===== src/rtl/dmem_arbiter.sv =====
// Data-memory arbiter: CPU priority, host starvation guard, one read in flight.
// Optional host lock mode under DMEM_ARB_HOST_LOCK_EN.
module dmem_arbiter #(
  parameter int ADDR_W     = 32,
  parameter int DATA_W     = 32,
  parameter int STARVE_MAX = 4
) (
  input  logic              clk,
  input  logic              rst,
  input  logic              cpu_req,
  input  logic              cpu_we,
  input  logic [ADDR_W-1:0] cpu_addr,
  input  logic [DATA_W-1:0] cpu_wd,
  output logic [DATA_W-1:0] cpu_rd,
  output logic              cpu_rvalid,
  output logic              cpu_stall,
  input  logic              host_valid,
  output logic              host_ready,
  input  logic              host_we,
  input  logic [ADDR_W-1:0] host_addr,
  input  logic [DATA_W-1:0] host_wd,
  input  logic              host_lock,
  output logic [DATA_W-1:0] host_rdata,
  output logic              host_rvalid,
  output logic              mem_en,
  output logic              mem_we,
  output logic [ADDR_W-1:0] mem_addr,
  output logic [DATA_W-1:0] mem_wd,
  input  logic [DATA_W-1:0] mem_rd,
  output logic              host_owner
);

  localparam int CW = (STARVE_MAX < 2) ? 1 : $clog2(STARVE_MAX + 1);
  localparam logic [CW-1:0] SMAX = CW'(STARVE_MAX);

  typedef enum logic [1:0] {
    ARB,
    CPU_RESP
`ifdef DMEM_ARB_HOST_LOCK_EN
    , LOCK
`endif
  } state_e;

  state_e          state_q;
  logic [CW-1:0]   starve_q;
  logic            cpu_rv_q;
  logic            host_rv_q;
  logic            host_owner_q;

  logic            cpu_gnt;
  logic            host_gnt;
  logic            forced;
  logic            in_resp;

`ifndef DMEM_ARB_HOST_LOCK_EN
  logic unused_lock;
  assign unused_lock = host_lock;
`endif

  assign forced  = (starve_q == SMAX) && host_valid;
  assign in_resp = (state_q == CPU_RESP);

  // Outside ARB the slot belongs to the host alone.
  always_comb begin
    cpu_gnt  = 1'b0;
    host_gnt = 1'b0;
    if (state_q == ARB) begin
      cpu_gnt  = cpu_req && !forced;
      host_gnt = host_valid && !cpu_gnt;
    end else begin
      host_gnt = host_valid;
    end
  end

  assign cpu_stall = !in_resp && cpu_req && !(cpu_gnt && cpu_we);
  assign host_ready = host_gnt;

  always_comb begin
    mem_en   = cpu_gnt || host_gnt;
    mem_we   = 1'b0;
    mem_addr = '0;
    mem_wd   = '0;
    if (cpu_gnt) begin
      mem_we   = cpu_we;
      mem_addr = cpu_addr;
      mem_wd   = cpu_wd;
    end else if (host_gnt) begin
      mem_we   = host_we;
      mem_addr = host_addr;
      mem_wd   = host_wd;
    end
  end

  assign cpu_rvalid  = cpu_rv_q;
  assign cpu_rd      = cpu_rv_q ? mem_rd : '0;
  assign host_rvalid = host_rv_q;
  assign host_rdata  = host_rv_q ? mem_rd : '0;
  assign host_owner  = host_owner_q;

  always_ff @(posedge clk or negedge rst) begin
    if (!rst) begin
      state_q      <= ARB;
      starve_q     <= '0;
      cpu_rv_q     <= 1'b0;
      host_rv_q    <= 1'b0;
      host_owner_q <= 1'b0;
    end else begin
      cpu_rv_q     <= cpu_gnt && !cpu_we;
      host_rv_q    <= host_gnt && !host_we;
      host_owner_q <= host_gnt;
      if (host_gnt)
        starve_q <= '0;
      else if (host_valid && starve_q != SMAX)
        starve_q <= starve_q + 1'b1;
      case (state_q)
        ARB: begin
          if (cpu_gnt && !cpu_we)
            state_q <= CPU_RESP;
`ifdef DMEM_ARB_HOST_LOCK_EN
          else if (host_gnt && host_lock)
            state_q <= LOCK;
`endif
          else
            state_q <= ARB;
        end
        CPU_RESP: begin
`ifdef DMEM_ARB_HOST_LOCK_EN
          if (host_gnt && host_lock)
            state_q <= LOCK;
          else
`endif
            state_q <= ARB;
        end
`ifdef DMEM_ARB_HOST_LOCK_EN
        LOCK: begin
          if (!host_lock)
            state_q <= ARB;
        end
`endif
        default: state_q <= ARB;
      endcase
    end
  end

endmodule


===== config.mk =====
export PLATFORM = sky130hd
export DESIGN_NAME = dmem_arbiter
export DESIGN_NICKNAME = d
export VERILOG_FILES = /design/src/rtl/dmem_arbiter.sv
export SDC_FILE = /design/constraint.sdc
export NUM_CORES = 1
export LEC_CHECK = 0
export ABC_AREA = 1
export BUFFER_PORTS_ARGS = -buffer_cell sky130_fd_sc_hd__buf_2
export CAP_MARGIN = 10
export CORE_AREA = 2 2 118 120
export DETAILED_ROUTE_END_ITERATION = 6
export DIE_AREA = 0 0 120 122
export PLACE_DENSITY = 0.45
export SYNTH_ARGS = -nofsm -noshare
export SYNTH_HDL_FRONTEND = slang
export SYNTH_SLANG_ARGS = --single-unit

===== constraint.sdc =====
create_clock -name clk -period 1.6 [get_ports clk]
set_clock_uncertainty 0.15 [all_clocks]
set_input_delay 0.16 -clock clk [delete_from_list [all_inputs] [get_ports clk]]
set_output_delay 0.16 -clock clk [all_outputs]
set_load 0.005 [all_outputs]

==> results.sh, run 1 <==
export IMPL_status="finished, violations left"
export IMPL_violations="negative setup slack"
export IMPL_diodes=0
export IMPL_ys_top_cells_by_count="nand2_1 (137), nand3_1 (131), inv_1 (70)"
export IMPL_leakage_nw=3.09
export IMPL_peakVddDrop_mv=0.240
export IMPL_cts_path_max_buffers=2
export IMPL_worst_pin_slew_ns=0.229
export IMPL_holdPathStages=2
export IMPL_busiest_layer="met2"
export IMPL_numPortBuffers=300
export IMPL_viasPerCell=4.03
export IMPL_dieHeight_um=122
export IMPL_synth_area_top_cells="nand3_1 (35%), nand2_1 (27%), inv_1 (14%)"
export IMPL_maxSlewHeadroom_pct=84.7
export IMPL_pin_count=302
export IMPL_ys_ff_latch=7
export IMPL_setup_slack_ns=-0.275
export IMPL_syn_nets=564
export IMPL_synth_edff_count=0
export IMPL_ant_nets=0
export IMPL_grt_overflow=0
export IMPL_initialDrtViolationCount=129
export IMPL_worstPathRequired_ns=1.29
export IMPL_min_from="cpu_we"
export IMPL_gp_congestion=0.718
export IMPL_numClockSinks=7
export IMPL_htreeDepth=1
export IMPL_cts_buffers=3
export IMPL_clockRootBuffer="clkbuf_16"
export IMPL_rows=43
export IMPL_yosysSeqAreaShare_pct=9.31
export IMPL_maxCapViolations=0
export IMPL_finalMaxSlewViolations=0
export IMPL_cts_tree="built"
export IMPL_drc=0
export IMPL_hpwlAfterDp_um=7970
export IMPL_synth_top_area_share_pct=34.9
export IMPL_routed_wl_um=10800
export IMPL_final_cells=888
export IMPL_grt_pass1_vias=3070
export IMPL_synthCells=395
export IMPL_antenna_found_initial=0
export IMPL_finish_utilization_pct=31.4
export IMPL_area_delta_synth_final_pct=125
export IMPL_netlist_area_mm2=0.00188
export IMPL_yosys_cell_types_count=17
export IMPL_synth_ff_type="dfrtp_1"
export IMPL_min_path_type="input pin to flip-flop"
export IMPL_multi_input_area_mm2=0.00135
export IMPL_hold_path_end="cpu_rvalid$_DFF_PN0_"
export IMPL_ff2ff_path_depth=9
export IMPL_vias=3579
export IMPL_grt_setup_unrepaired="yes"
export IMPL_period_share_pct=117
export IMPL_grt_total_usage_pct=12.9
export IMPL_max_freq_mhz=533
export IMPL_use_met2_pct=26.1
export IMPL_initial_core_util_pct=13.9
export IMPL_seq_area_um2=175
export IMPL_drive_gt1_share_pct=51.0
export IMPL_endpoint_kind="primary output"
export IMPL_grt_use_met3_pct=2.29
export IMPL_hold_violations=0
export IMPL_rrSetupSlack_ns=0.08
export IMPL_ys_async_sr_fraction_pct=100
export IMPL_yosysMostFrequentCell="nand2_1"
export IMPL_period_minus_slack_ns=1.88
export IMPL_yosys_warnings=0
export IMPL_die_area_mm2=0.0146
export IMPL_die_w_um=120
export IMPL_fill_cells=1531
export IMPL_met1_usage_pct=13.8
export IMPL_wl_per_cell_um=12.2
export IMPL_setup_viol=68
export IMPL_crit_type="flip-flop to primary output"
export IMPL_power_density_mw_per_mm2=423
export IMPL_insertion_delay_ns=0.23
export IMPL_r2r_end="host_rvalid$_DFF_PN0_"
export IMPL_grt_start_max_net_pins=47
export IMPL_coreArea_mm2=0.0135
export IMPL_synth_top_area_cell="nand3_1"
export IMPL_dp_cells=865
export IMPL_r2r_start="starve_q[1]$_DFFE_PN0P_"
export IMPL_crit_fanout=10
export IMPL_first_pass_iters=4
export IMPL_cts_clk_slew_worst_paths_ns=0.04
export IMPL_arrival_ns=1.57
export IMPL_fin_nets=878
export IMPL_grt_pass1_wl_um=15100
export IMPL_worst_setup_path_start_kind="flip-flop"
export IMPL_syn_avg_cell_area_um2=4.76
routing by layer:
metal	wire, um	part of all wire [%]
met3	879	8.1
met4	44	0.41
met1	4070	38
met5	0	0
met2	5830	54
sequential cells by signal, indices dropped and copies added, names as in the netlist:
name         cells
host_rvalid      1
starve_q         3
host_owner       1
state_q          1
cpu_rvalid       1
worst max-delay path: stages, from the launching register on:
cell	delay [ns]
dfrtp_1	0.38
inv_2	0.08
ha_4	0.15
nand3_4	0.09
nand2_4	0.09
buf_12	0.13
clkbuf_16	0.15
nand3_1	0.06
nand2_1	0.08
buf_2	0.11
per-stage QoR:
stage / TNS [ns] / power, mW / instance area, um^2 / hold slack, ns / setup slack (ns)
3_3_place_gp: -6.08 / 1.19 / 3730 / -0.126 / -0.120
3_5_place_dp: -6.19 / 1.18 / 3730 / -0.121 / -0.118
5_1_grt: -22.59 / 1.95 / 4240 / 0.0348 / -0.369
2_1_floorplan: 0 / 0.614 / 1880 / -0.286 / 0.0919
4_1_cts: -17.20 / 1.76 / 4100 / 0.0264 / -0.287
6_report: -15.98 / 1.79 / 4240 / 0.0279 / -0.275
placed cells by master, fill, tap and decap left out, types with 2 or more instances in the layout:
| master | count |
|---|---|
| buf_2 | 300 |
| nand2_1 | 136 |
| nand3_1 | 124 |
| inv_1 | 68 |
| buf_4 | 19 |
| buf_12 | 9 |
| nand3_2 | 7 |
| dfrtp_1 | 7 |
| nor2_1 | 6 |
| clkbuf_16 | 6 |
| buf_6 | 5 |
| bufbuf_16 | 3 |
| inv_2 | 2 |
| nand2_4 | 2 |
| buf_16 | 2 |
| dlygate4sd3_1 | 2 |
worst max-delay path by stage:
stage	from	to	slack, ns	cells after the start
after floorplan	starve_q[0]$_DFFE_PN0P_	mem_addr[10]	0.09	8
final	starve_q[0]$_DFFE_PN0P_	mem_wd[21]	-0.28	9
after global placement	starve_q[0]$_DFFE_PN0P_	mem_wd[21]	-0.12	8
after global routing	starve_q[0]$_DFFE_PN0P_	mem_wd[29]	-0.37	9
after CTS	starve_q[0]$_DFFE_PN0P_	mem_addr[6]	-0.29	9
after detailed placement	starve_q[1]$_DFFE_PN0P_	mem_addr[6]	-0.12	8
repair_timing:
item	4_1_cts	5_1_grt
gates cloned	4	3
endpoints found under the setup margin	68	69
hold buffers	2	0
pin swaps	4	7
gates resized for setup	18	10
hold endpoints to repair	8	0
setup buffers	9	2
kinds of logic (layout without fill, tap and decap cells):
kind of cell	Yosys count	after routing	share of synthesized area [%]
buffers and inverters	105	418	23.2
AND/OR/NAND/NOR	278	278	65.2
adder cells (fa/ha/maj)	2	2	1.33
AO/OA/AOI/OAI	3	3	0.932
flip-flops	7	7	9.31
final cells by class:
| class | instances | area share [%] |
|---|---|---|
| repair buffers | 344 | 50.6 |
| multi-input cells | 283 | 31.9 |
| inverters | 70 | 6.20 |
| well taps | 180 | 5.32 |
| flip-flops and latches | 7 | 4.13 |
| clock buffers | 4 | 1.86 |
where the power goes:
group	internal, mW	switching (mW)
registers	0.194	0.0118
clock network	0.332	0.101
logic	0.623	0.527
total	1.15	0.641
(Power assumes the default switching activity.)
==> run 2, diff against run 1 <==
--- a/config.mk
+++ b/config.mk
@@ -11,7 +11,7 @@
 export CORE_AREA = 2 2 118 120
 export DETAILED_ROUTE_END_ITERATION = 6
 export DIE_AREA = 0 0 120 122
-export PLACE_DENSITY = 0.45
+export PLACE_DENSITY_LB_ADDON = 0.08
 export SYNTH_ARGS = -nofsm -noshare
 export SYNTH_HDL_FRONTEND = slang
 export SYNTH_SLANG_ARGS = --single-unit
==> run 2 against run 1 <==
Compared with the run above: the flow still finishes with violations (negative setup slack); final cell count fell by 2.0%; hold slack better by 0.15 ns; register-to-register slack barely moved; clock-buffer cell count unchanged; global-route usage decreased by 0.31 points; critical path depth down 1; power shrank 7.6%; worst setup slack better by 0.022 ns; non-clock buffer count down 18; sequential cell count is the same; first-iteration DRC count is 15% lower; largest cell class unchanged.
==> results.sh, run 2 (synthesis results as in run 1) <==
export IMPL_status="finished, violations left"
export IMPL_violations="negative setup slack"
export IMPL_fin_nets=860
export IMPL_crit_fanout=11
export IMPL_drive_gt1_share_pct=49.4
export IMPL_final_setup_tns_ns=-14.49
export IMPL_dpl_cell_area_mm2=0.00363
export IMPL_dp_cells=859
export IMPL_final_cells=870
export IMPL_path_delay_family="simple AND/OR/NAND/NOR gates"
export IMPL_dpl_worst_slack_ns=-0.143
export IMPL_cts_tree="built"
export IMPL_holdWs_ns=0.174
export IMPL_numClockSinks=7
export IMPL_cp_buffers_inverters=3
export IMPL_period_share_pct=116
export IMPL_max_stage_delay_ns=0.38
export IMPL_drc=0
export IMPL_endpoint_kind="primary output"
export IMPL_die_w_um=120
export IMPL_antenna_found_initial=0
export IMPL_r2r_start="starve_q[1]$_DFFE_PN0P_"
export IMPL_leakage_nw=2.90
export IMPL_fill_cells=1582
export IMPL_path_cells="inv_2 > ha_4 > nand3_4 > nand2_8 > buf_12 > nand3_1 > nand2_2 > buf_2"
export IMPL_largest_reg_flops=3
export IMPL_layout_commonest_cell="buf_2"
export IMPL_worstPathRequired_ns=1.29
export IMPL_insertion_delay_ns=0.23
export IMPL_clockRootBuffer="clkbuf_16"
export IMPL_grt_pass1_wl_um=14900
export IMPL_rrSetupSlack_ns=0.09
export IMPL_htreeDepth=1
export IMPL_cts_path_max_buffers=2
export IMPL_grt_total_usage_pct=12.6
export IMPL_period_minus_slack_ns=1.85
export IMPL_top_register="starve_q"
export IMPL_die_area_mm2=0.0146
export IMPL_grt_overflow=0
export IMPL_grt_pass1_vias=3019
export IMPL_finalMaxSlewViolations=0
export IMPL_finish_utilization_pct=29.0
export IMPL_setup_slack_ns=-0.253
export IMPL_pin_count=302
export IMPL_setup_viol=67
export IMPL_finalPower_mw=1.65
export IMPL_r2r_end="host_rvalid$_DFF_PN0_"
export IMPL_first_pass_iters=4
export IMPL_grt_setup_unrepaired="yes"
export IMPL_most_common_layout_cells="buf_2 (299), nand2_1 (133), nand3_1 (127), inv_1 (68), buf_4 (10)"
export IMPL_hold_violations=0
export IMPL_dieHeight_um=122
export IMPL_cts_clk_slew_worst_paths_ns=0.04
export IMPL_gp_congestion=0.750
export IMPL_min_path_type="input pin to asynchronous set/reset pin"
export IMPL_rows=43
export IMPL_worst_pin_slew_ns=0.332
export IMPL_numPortBuffers=300
export IMPL_maxSlewHeadroom_pct=77.9
export IMPL_maxCapViolations=0
export IMPL_area_delta_synth_final_pct=108
export IMPL_hpwlAfterDp_um=8170
export IMPL_cp_slowest_cell="dfrtp_1"
export IMPL_routed_wl_um=10300
export IMPL_worst_setup_path_start_kind="flip-flop"
export IMPL_arrival_ns=1.54
export IMPL_max_freq_mhz=540
export IMPL_viasPerCell=4.01
export IMPL_initial_core_util_pct=13.9
export IMPL_grt_start_max_net_pins=73
export IMPL_multi_input_area_mm2=0.00134
export IMPL_final_area_mm2=0.00392
export IMPL_crit_type="flip-flop to primary output"
export IMPL_power_density_mw_per_mm2=423
export IMPL_coreArea_mm2=0.0135
export IMPL_peakVddDrop_mv=0.246
export IMPL_wl_per_cell_um=11.9
export IMPL_ff2ff_path_depth=8
export IMPL_initialDrtViolationCount=110
export IMPL_cts_buffers=3
export IMPL_ant_nets=0
export IMPL_diodes=0
export IMPL_vias=3488
export IMPL_seq_area_um2=175
## run 2: how the worst max path moves through the flow
stage                       startpoint      endpoint  slack, ns  cells after the start
2_1_floorplan  starve_q[0]$_DFFE_PN0P_  mem_addr[10]       0.09                      8
6_report       starve_q[1]$_DFFE_PN0P_    mem_wd[23]      -0.25                      8
3_5_place_dp   starve_q[0]$_DFFE_PN0P_        mem_we      -0.14                      8
5_1_grt        starve_q[0]$_DFFE_PN0P_    mem_wd[25]      -0.35                      8
4_1_cts        starve_q[1]$_DFFE_PN0P_    mem_wd[23]      -0.27                      8
3_3_place_gp   starve_q[0]$_DFFE_PN0P_  mem_addr[23]      -0.12                      8
## run 2: repair_timing
item | 4_1_cts | 5_1_grt
hold buffers | 3 | 0
cloned | 1 | 0
resized for setup | 25 | 7
pin swaps | 7 | 3
hold endpoints to repair | 10 | 0
setup endpoints to repair | 71 | 69
setup buffers | 4 | 0
## run 2: final cells by class
class | instances | share of cell area (%)
Timing Repair Buffer | 326 | 46.9
Sequential cell | 7 | 4.47
Clock buffer | 4 | 2.01
Tap cell | 180 | 5.75
Inverter | 70 | 6.71
Multi-Input combinational cell | 283 | 34.1
## run 2: routing by layer
metal / track usage, % / vias up / part of all wire [%]
met3: 3.46 / 6 / 10
met5: 0 / - / 0
met1: 12.6 / 1480 / 35
met4: 2.57 / 0 / 0.96
met2: 25.5 / 193 / 54
li1: - / 1809 / -
## run 2: power by group
group	switching (mW)	internal, mW	total, mW	leakage, nW
logic	0.499	0.521	1.02	2.77
clock network	0.0971	0.332	0.429	0.0382
registers	0.0118	0.194	0.206	0.0922
total	0.608	1.05	1.65	2.90
